File: src/rtl/mem_port_arbiter_pkg.sv
// Shared constants for the IF/MEM memory-port arbiter: source tags, read strobe, default tag depth.
package mem_port_arbiter_pkg;

  typedef enum logic {
    SRC_INST = 1'b0,
    SRC_DATA = 1'b1
  } src_e;

  localparam logic [3:0]  WSTRB_READ        = 4'b0000;
  localparam int unsigned TAG_DEPTH_DEFAULT = 2;

endpackage

File: src/rtl/mem_port_arbiter_tag_fifo.sv
// arb_tag_fifo: 1-bit source-tag FIFO remembering which requester owns each outstanding memory response.
module arb_tag_fifo
  import mem_port_arbiter_pkg::*;
#(
  parameter int unsigned DEPTH = TAG_DEPTH_DEFAULT
) (
  input  logic clk,
  input  logic reset,
  input  logic push,
  input  logic push_tag,
  input  logic pop,
  output logic head,
  output logic full,
  output logic empty
);

  localparam int unsigned PW = (DEPTH > 1) ? $clog2(DEPTH) : 1;
  localparam int unsigned CW = $clog2(DEPTH + 1);

  logic [DEPTH-1:0] tag_q;
  logic [PW-1:0]    wr_ptr_q;
  logic [PW-1:0]    rd_ptr_q;
  logic [CW-1:0]    count_q;
  logic             do_push;
  logic             do_pop;

  assign full    = (count_q == CW'(DEPTH));
  assign empty   = (count_q == '0);
  assign head    = tag_q[rd_ptr_q];
  assign do_push = push && !full;
  assign do_pop  = pop && !empty;

  always_ff @(posedge clk) begin
    if (do_push) begin
      tag_q[wr_ptr_q] <= push_tag;
    end
  end

  // Power-of-2 depth lets both pointers wrap naturally.
  always_ff @(posedge clk) begin
    if (reset) begin
      wr_ptr_q <= '0;
      rd_ptr_q <= '0;
      count_q  <= '0;
    end else begin
      if (do_push) begin
        wr_ptr_q <= wr_ptr_q + PW'(1);
      end
      if (do_pop) begin
        rd_ptr_q <= rd_ptr_q + PW'(1);
      end
      case ({do_push, do_pop})
        2'b10:   count_q <= count_q + CW'(1);
        2'b01:   count_q <= count_q - CW'(1);
        default: count_q <= count_q;
      endcase
    end
  end

endmodule

File: src/rtl/mem_port_arbiter.sv
// Shares one SRAM-like port between fetch and load/store requesters and routes in-order responses back.
// Optional macro ARB_RR_EN selects round-robin arbitration; default is fixed priority data > inst.
module mem_port_arbiter
  import mem_port_arbiter_pkg::*;
#(
  parameter int unsigned TAG_DEPTH = TAG_DEPTH_DEFAULT
) (
  input  logic        clk,
  input  logic        reset,
  input  logic        inst_req,
  input  logic [31:0] inst_addr,
  output logic        inst_addr_ok,
  output logic        inst_data_ok,
  output logic [31:0] inst_rdata,
  input  logic        data_req,
  input  logic [3:0]  data_wstrb,
  input  logic [31:0] data_addr,
  input  logic [31:0] data_wdata,
  output logic        data_addr_ok,
  output logic        data_data_ok,
  output logic [31:0] data_rdata,
  output logic        mem_req,
  output logic [3:0]  mem_wstrb,
  output logic [31:0] mem_addr,
  output logic [31:0] mem_wdata,
  input  logic        mem_addr_ok,
  input  logic        mem_data_ok,
  input  logic [31:0] mem_rdata
);

  src_e        gnt_src;
  logic        gnt_any;
  logic        lock_q;
  src_e        lock_src_q;
  logic [3:0]  lock_wstrb_q;
  logic [31:0] lock_addr_q;
  logic [31:0] lock_wdata_q;
  logic        fifo_full;
  logic        fifo_empty;
  logic        fifo_head;
  logic        accept;
  logic        respond;

`ifdef ARB_RR_EN
  src_e        rr_pref_q;
`endif

  always_comb begin
    gnt_any = 1'b0;
    gnt_src = SRC_DATA;
    if (lock_q) begin
      gnt_any = 1'b1;
      gnt_src = lock_src_q;
    end else if (data_req && inst_req) begin
      gnt_any = 1'b1;
`ifdef ARB_RR_EN
      gnt_src = rr_pref_q;
`else
      gnt_src = SRC_DATA;
`endif
    end else if (data_req) begin
      gnt_any = 1'b1;
      gnt_src = SRC_DATA;
    end else if (inst_req) begin
      gnt_any = 1'b1;
      gnt_src = SRC_INST;
    end
  end

  // While locked the payload comes from the latch, so mem_* stays stable even if the requester lets go.
  always_comb begin
    mem_wstrb = WSTRB_READ;
    mem_addr  = inst_addr;
    mem_wdata = '0;
    if (lock_q) begin
      mem_wstrb = lock_wstrb_q;
      mem_addr  = lock_addr_q;
      mem_wdata = lock_wdata_q;
    end else if (gnt_src == SRC_DATA) begin
      mem_wstrb = data_wstrb;
      mem_addr  = data_addr;
      mem_wdata = data_wdata;
    end
  end

  // A lock is only taken while not full and nothing pushes while locked, so !full holds for locked requests.
  assign mem_req      = !reset && gnt_any && !fifo_full;
  assign accept       = mem_req && mem_addr_ok;
  assign inst_addr_ok = accept && (gnt_src == SRC_INST);
  assign data_addr_ok = accept && (gnt_src == SRC_DATA);

  assign respond      = !reset && mem_data_ok && !fifo_empty;
  assign inst_data_ok = respond && (fifo_head == SRC_INST);
  assign data_data_ok = respond && (fifo_head == SRC_DATA);
  assign inst_rdata   = mem_rdata;
  assign data_rdata   = mem_rdata;

  arb_tag_fifo #(
    .DEPTH (TAG_DEPTH)
  ) u_tag_fifo (
    .clk      (clk),
    .reset    (reset),
    .push     (accept),
    .push_tag (gnt_src),
    .pop      (respond),
    .head     (fifo_head),
    .full     (fifo_full),
    .empty    (fifo_empty)
  );

  always_ff @(posedge clk) begin
    if (reset) begin
      lock_q       <= 1'b0;
      lock_src_q   <= SRC_DATA;
      lock_wstrb_q <= WSTRB_READ;
      lock_addr_q  <= '0;
      lock_wdata_q <= '0;
    end else if (mem_req && !mem_addr_ok) begin
      lock_q       <= 1'b1;
      lock_src_q   <= gnt_src;
      lock_wstrb_q <= mem_wstrb;
      lock_addr_q  <= mem_addr;
      lock_wdata_q <= mem_wdata;
    end else if (accept) begin
      lock_q       <= 1'b0;
    end
  end

`ifdef ARB_RR_EN
  always_ff @(posedge clk) begin
    if (reset) begin
      rr_pref_q <= SRC_DATA;
    end else if (accept) begin
      rr_pref_q <= (gnt_src == SRC_DATA) ? SRC_INST : SRC_DATA;
    end
  end
`endif

endmodule

File: config.mk
export PLATFORM = sky130hd
export DESIGN_NAME = mem_port_arbiter
export DESIGN_NICKNAME = d
export VERILOG_FILES = /design/src/rtl/mem_port_arbiter_pkg.sv /design/src/rtl/mem_port_arbiter_tag_fifo.sv /design/src/rtl/mem_port_arbiter.sv
export SDC_FILE = /design/constraint.sdc
export NUM_CORES = 1
export LEC_CHECK = 0
export ABC_AREA = 1
export BUFFER_PORTS_ARGS = -buffer_cell sky130_fd_sc_hd__buf_2
export CAP_MARGIN = 20
export CORE_MARGIN = 4
export CORE_UTILIZATION = 30
export CTS_CLUSTER_SIZE = 24
export DETAILED_ROUTE_END_ITERATION = 10
export GPL_ROUTABILITY_DRIVEN = 0
export GPL_TIMING_DRIVEN = 0
export PLACE_DENSITY = 0.64
export SLEW_MARGIN = 15
export SYNTH_ARGS = -nofsm -noshare
export SYNTH_HDL_FRONTEND = slang
export SYNTH_SLANG_ARGS = --single-unit
File: constraint.sdc
create_clock -name clk -period 2.48 [get_ports clk]
set_input_delay 0.124 -clock clk [delete_from_list [all_inputs] [get_ports clk]]
set_output_delay 0.124 -clock clk [all_outputs]
set_load 0.01 [all_outputs]
Word level (Yosys, flattened, before mapping). Cells that the tools add are included.

Word-level logic and storage cells: 64. Bits in registers: 76. Input port bits: 138. Output and inout port bits: 137.

Add/subtract/negate cells: 4. Reductions and logical operators: 21. $lt $le $gt $ge: 3. Bitwise operators: 2. Equal/unequal tests: 3. Muxes and demuxes: 22.

Operators by type and width (number): $mux 32 (4); $logic_and 1x1->1 (14); $mux 1 (13); $mux 4 (2); $eq 2x2->1 const B (2); $logic_not 1->1 (4); $lt 1x2->1 const B (2); $pmux 2 s2 (1); $reduce_bool 2->1 (2); $add 1x1->1 const B (2); $add 2x1->2 const B (1); $bwmux 2 (1); $eq 2x1->1 const B (1); $logic_not 2->1 (1); $not 1->1 (2); $sub 2x1->2 const B (1); $demux 1 s1 (1); $ge 1x1->1 const B (1).

Longest topological paths before layout.
Depth after elaboration: 10. Mapped depth: 10. Depth with buffers taken out: 10.

Cells and area by module. From an unflattened synthesis, not the netlist that was laid out.

Cells, all modules: 854. Area total of the unflattened synthesis: 5074.9 um2.

By module, submodules not included: mem_port_arbiter (cells each 813, times used 1, area an instance 4764.6 um2); arb_tag_fifo (cells each 41, times used 1, area an instance 310.3 um2).

Least setup slack after synthesis. No wires, ideal clock.

Kind: register to register. From: reg u_tag_fifo.count_q[0]. To: reg u_tag_fifo.count_q[1]. Cell stages (with the launch flop): 11. Arrival time: 1.515 ns. Path slack: 0.846 ns. Setup time: 0.119 ns. Path through: dfxtp_1 -> inv_2 -> nand2_2 -> nand2_1 -> a21oi_2 -> nand2_1 -> ha_1 -> inv_1 -> nand3b_1 -> o21ai_0 -> a21oi_1.

Cells in the longest elaborated chain, start to end: 7. Elaborated cells between the ends (all ways): 15. Those cells by class: 2 x add/sub; 3 x eq/ne; 1 x mux; 9 x reduce/logical.

Ends and longest elaborated chain: from (decl) (line mem_port_arbiter_tag_fifo.sv:23) `logic [CW-1:0] count_q;`; from (signal assigned) (line mem_port_arbiter_tag_fifo.sv:53) `2'b10: count_q <= count_q + CW'(1);`; from (signal assigned) (line mem_port_arbiter_tag_fifo.sv:54) `2'b01: count_q <= count_q - CW'(1);`; from (signal assigned) (line mem_port_arbiter_tag_fifo.sv:55) `default: count_q <= count_q;`; $eq 2x2->1 * (line mem_port_arbiter_tag_fifo.sv:27) `assign full = (count_q == CW'(DEPTH));`; $logic_not 1->1 * (line mem_port_arbiter.sv:87) `assign mem_req = !reset && gnt_any && !fifo_full;`; $logic_and 1x1->1 * (line mem_port_arbiter.sv:87); named net mem_req (line mem_port_arbiter.sv:22) `output logic mem_req,`; $logic_and 1x1->1 * (line mem_port_arbiter.sv:88) `assign accept = mem_req && mem_addr_ok;`; $logic_and 1x1->1 * (line mem_port_arbiter_tag_fifo.sv:30) `assign do_push = push && !full;`; $eq 2x1->1 or $eq 2x2->1 (tied branches) (line mem_port_arbiter_tag_fifo.sv:52) `case ({do_push, do_pop})`; $pmux 2 s2 or $reduce_bool 2->1 (tied branches).

Mark *: on every way through the listed nets, which the timed path passes. The rest lies on a longest branch. A chain may end at the register's enable or synchronous reset.

Worst setup path in the final report.
From: reg lock_q. To: out inst_addr_ok.

Elaborated cells between the ends (all ways): 7. Those cells by class: 2 x mux; 1 x bitwise; 4 x reduce/logical.

RTL lines: from (decl) (line mem_port_arbiter.sv:33) `logic lock_q;`; from (signal assigned) (line mem_port_arbiter.sv:113) `lock_q <= 1'b0;`; from (signal assigned) (line mem_port_arbiter.sv:119) `lock_q <= 1'b1;`; from (signal assigned) (line mem_port_arbiter.sv:125) `lock_q <= 1'b0;`; $mux 1 (line mem_port_arbiter.sv:51) `if (lock_q) begin`; named net gnt_src (line mem_port_arbiter.sv:31) `src_e gnt_src;`; $not 1->1 (line mem_port_arbiter.sv:89) `assign inst_addr_ok = accept && (gnt_src == SRC_INST);`; $logic_and 1x1->1 (line mem_port_arbiter.sv:89); to (decl) (line mem_port_arbiter.sv:12) `output logic inst_addr_ok,`.

The timed path passes the listed nets, and every way through them passes these cells.

==> run summary <==
Setup violations remaining at the end of the flow were counted as 0. The maximum fanout encountered on the critical timing path was 10. Sorting the synthesized cells by area gives the leading types as dfxtp_1 29%, nand2_1 18%, buf_4 11%, nor2_1 10%, inv_1 10%.

The worst setup path is launched from a flop. The area share of the largest cell type after synthesis came out at 28.9%. In this run, post-CTS repair resized a total of 0 instances. The total area inside the core boundary comes to 0.0167 sq mm. In this run the top signal layer used is met5. The clock skew was 0.00805 ns.

The number of setup buffers added after CTS is 0. The kind of end point of the critical path is an output pin. The number of max-slew violations in the final report is 0, and the fraction of final layout cells with drive strength greater than 1 is 32.3%. Initial antenna violation count: 3.

By count the netlist is led by 241 x nand2_1, 143 x nor2_1, 141 x inv_1. In this run the cell area of the synthesized design comes to 0.00513 sq mm. In this run the count of I/O pins placed on the die edge is 275.

The via count of the first global-routing pass is 5047, and the number of enable flip-flop cells after synthesis is 2. The required arrival time at the worst endpoint was 2.36 ns. The most frequently used cell type in the post-synthesis netlist is nand2_1. Detailed placement ended at an HPWL of 12.4 mm. The starting DRC count in detailed routing was 247; the maximum resistive drop on vdd was 0.349 mV. The number of buffers created by CTS came out at 9. For the count of nets after finishing, the log shows 1272.

Summing all non-filler instances in the final layout gives an area of 0.00693 sq mm. Setup total negative slack on the finished layout was measured at 0 ns. Once detail routing completed, the nets flagged for antenna violations numbered 0. The count of input and output buffers is 242. Detailed routing placed a total of 7.61 mm of wire on met2. At the placement stage, the worst setup path has a slack of 0.745 ns. In this run the power density over the cells is 534 mW/mm^2.

The average instance in the mapped netlist occupies 5.84 sq um. The number of nets handed over by synthesis was 1018. The y dimension of the die came out at 139 microns. The logs give 5735 for the via count and 0 for the total global routing overflow. The tools report the global-route wire length before repair as 25.3 mm. For the total number of placement rows, the log shows 47.

Setup repair after global routing left no endpoint under its margin. For this run, the detailed router's first-pass iteration total came to 5. After detailed routing, the total wire length is 16.0 mm. The logs give 30.7% for the initial core utilization and 0 for the remaining routing DRC violations. Data on the critical path arrives at its endpoint at 1.78 ns. TritonCTS built the clock tree. The worst setup path is of the flop to output pin kind. The cell count after synthesis was 879; the global-route usage over all layers was 15.8%. Across all setup checks in the final design, the least slack found is 0.580 ns. The post-detailed-route via-to-cell ratio is 4.22, and the total number of H-tree levels is 3.

The number of different library cells used by synthesis comes to 22. The largest total area in the synthesized netlist belongs to dfxtp_1. Detailed routing placed a total of 1.19 mm of wire on met3. Measured against its own limit, the worst slew margin works out to 64.9%.

Part of the cycle the worst path needs: 76.6%. The root buffer cell chosen for the clock tree is clkbuf_16. The die extent in x was 139 microns. The tools report the number of maximum-capacitance violations as 0. The average routed wire per standard cell is 11.8 microns, and the post-place instance area is 0.00662 sq mm. The clock net in this run drives a total of 76 sinks. The area overhead of the layout relative to synthesis is 35.1%, and the hold violation total from the final report is 0. The peak clock frequency supported by timing was 526 MHz; the async set or reset register ratio after synthesis was 0%. Entering global routing, the biggest net connects 13 pins. For this run, the number of Yosys warnings is 0.

The maximum clock path buffer count was 2; the slew at the pin closest to its max-slew limit was 0.526 ns. The floorplan step defined a die boundary enclosing 0.0193 sq mm. The post-layout minimum cycle time came out at 1.90 ns. Sequential-to-total area share from yosys stat: 30.0%. The most used flip-flop cell after synthesis is dfxtp_1. In this run the worst hold path is classified as input port to flop. The flow ran to the end, and the final reports show no timing, DRC or antenna violations.

The clock reaches the later pin of the worst-skew pair after 0.33 ns. After detailed routing, the wire length on met1 is 6.99 mm. The synthesis-stage register bit count was 76; the clock slew seen by the registers of the worst setup and hold paths was 0.06 ns. The analysis attributes to cell leakage a power of 4.11 nW.
[sequential cells by signal, summed over array words and instances (netlist names)]
register / count
lock_addr_q: 32
lock_q: 1
lock_src_q: 1
lock_wdata_q: 32
lock_wstrb_q: 4
u_tag_fifo.count_q: 2
u_tag_fifo.rd_ptr_q: 1
u_tag_fifo.tag_q: 2
u_tag_fifo.wr_ptr_q: 1
[path summary, 6_finish.rpt]
path | end | cells past startpoint | slack, ns | startpoint
max | inst_addr_ok | 6 | 0.58 | lock_q
min | u_tag_fifo.rd_ptr_q | 3 | 0.14 | mem_data_ok
max reg2reg | u_tag_fifo.count_q[1] | 10 | 0.71 | u_tag_fifo.count_q[0]
min reg2reg | lock_src_q | 2 | 0.47 | lock_src_q
[kinds of logic after synthesis]
| group | after synthesis | synth area share (%) |
|---|---|---|
| buffers and inverters | 260 | 25.7 |
| AND/OR/NAND/NOR | 463 | 36.2 |
| flip-flops | 76 | 30.0 |
| adder cells (fa/ha/maj) | 1 | 0.244 |
| AO/OA/AOI/OAI | 79 | 7.78 |
[final cells by class]
class / instances / area [sq um]
Sequential cell: 76 / 1540
Inverter: 145 / 544
Antenna cell: 1 / 2.50
Clock buffer: 12 / 256
Timing Repair Buffer: 243 / 1220
Clock inverter: 4 / 47.5
Tap cell: 220 / 275
Fill cell: 1876 / 9770
Multi-Input combinational cell: 543 / 2270
Buffer: 115 / 776
[routing by layer]
layer	track usage [%]	up-vias
li1	-	3075
met1	19.3	2451
met2	27.4	185
met3	4.59	20
met4	3.66	4
met5	0	-
[worst max-delay path, stage by stage, from the launching register on]
cell and delay, ns:
dfxtp_1 0.29, buf_4 0.15, nand2_1 0.28, buf_2 0.31
nand2_1 0.14, nor2_1 0.13, buf_2 0.14
[metrics by stage]
step	utilization, %	power [mW]	cells	hold WS, ns
floorplan	-	2.02	879	0.193
finish	41.5	3.70	1359	0.139
detailed placement	39.6	2.39	1341	0.345
CTS	41.5	3.76	1358	0.120
global placement	39.6	2.38	1341	0.344
global route	41.5	3.95	1359	0.124
[cell usage in the layout (no fill, tap or decap), types with 2 or more instances in the layout]
master	Yosys	final
buf_2	20	262
o21ai_1	20	20
nand3_1	72	72
nand2_2	3	3
nand2_1	241	241
clkbuf_8	0	2
clkbuf_1	13	14
buf_1	2	2
buf_4	75	75
a21oi_1	37	37
dfxtp_1	74	74
buf_6	5	5
nor2_1	143	143
o21ai_0	21	21
edfxtp_1	2	2
clkinv_2	0	2
inv_2	4	4
inv_1	141	141
clkbuf_16	0	9
[timing repair]
action,in CTS,in global routing
setup endpoints to repair,0,0
hold buffers,1,0
endpoints found under the hold margin,1,0
[power by group]
group          internal, mW  switching (mW)  total (mW)
clock network         0.831           0.514        1.35
logic                 0.434           0.571        1.01
registers              1.32          0.0336        1.35
total                  2.58            1.12        3.70
No activity file was read; power rests on OpenSTA's default activity.
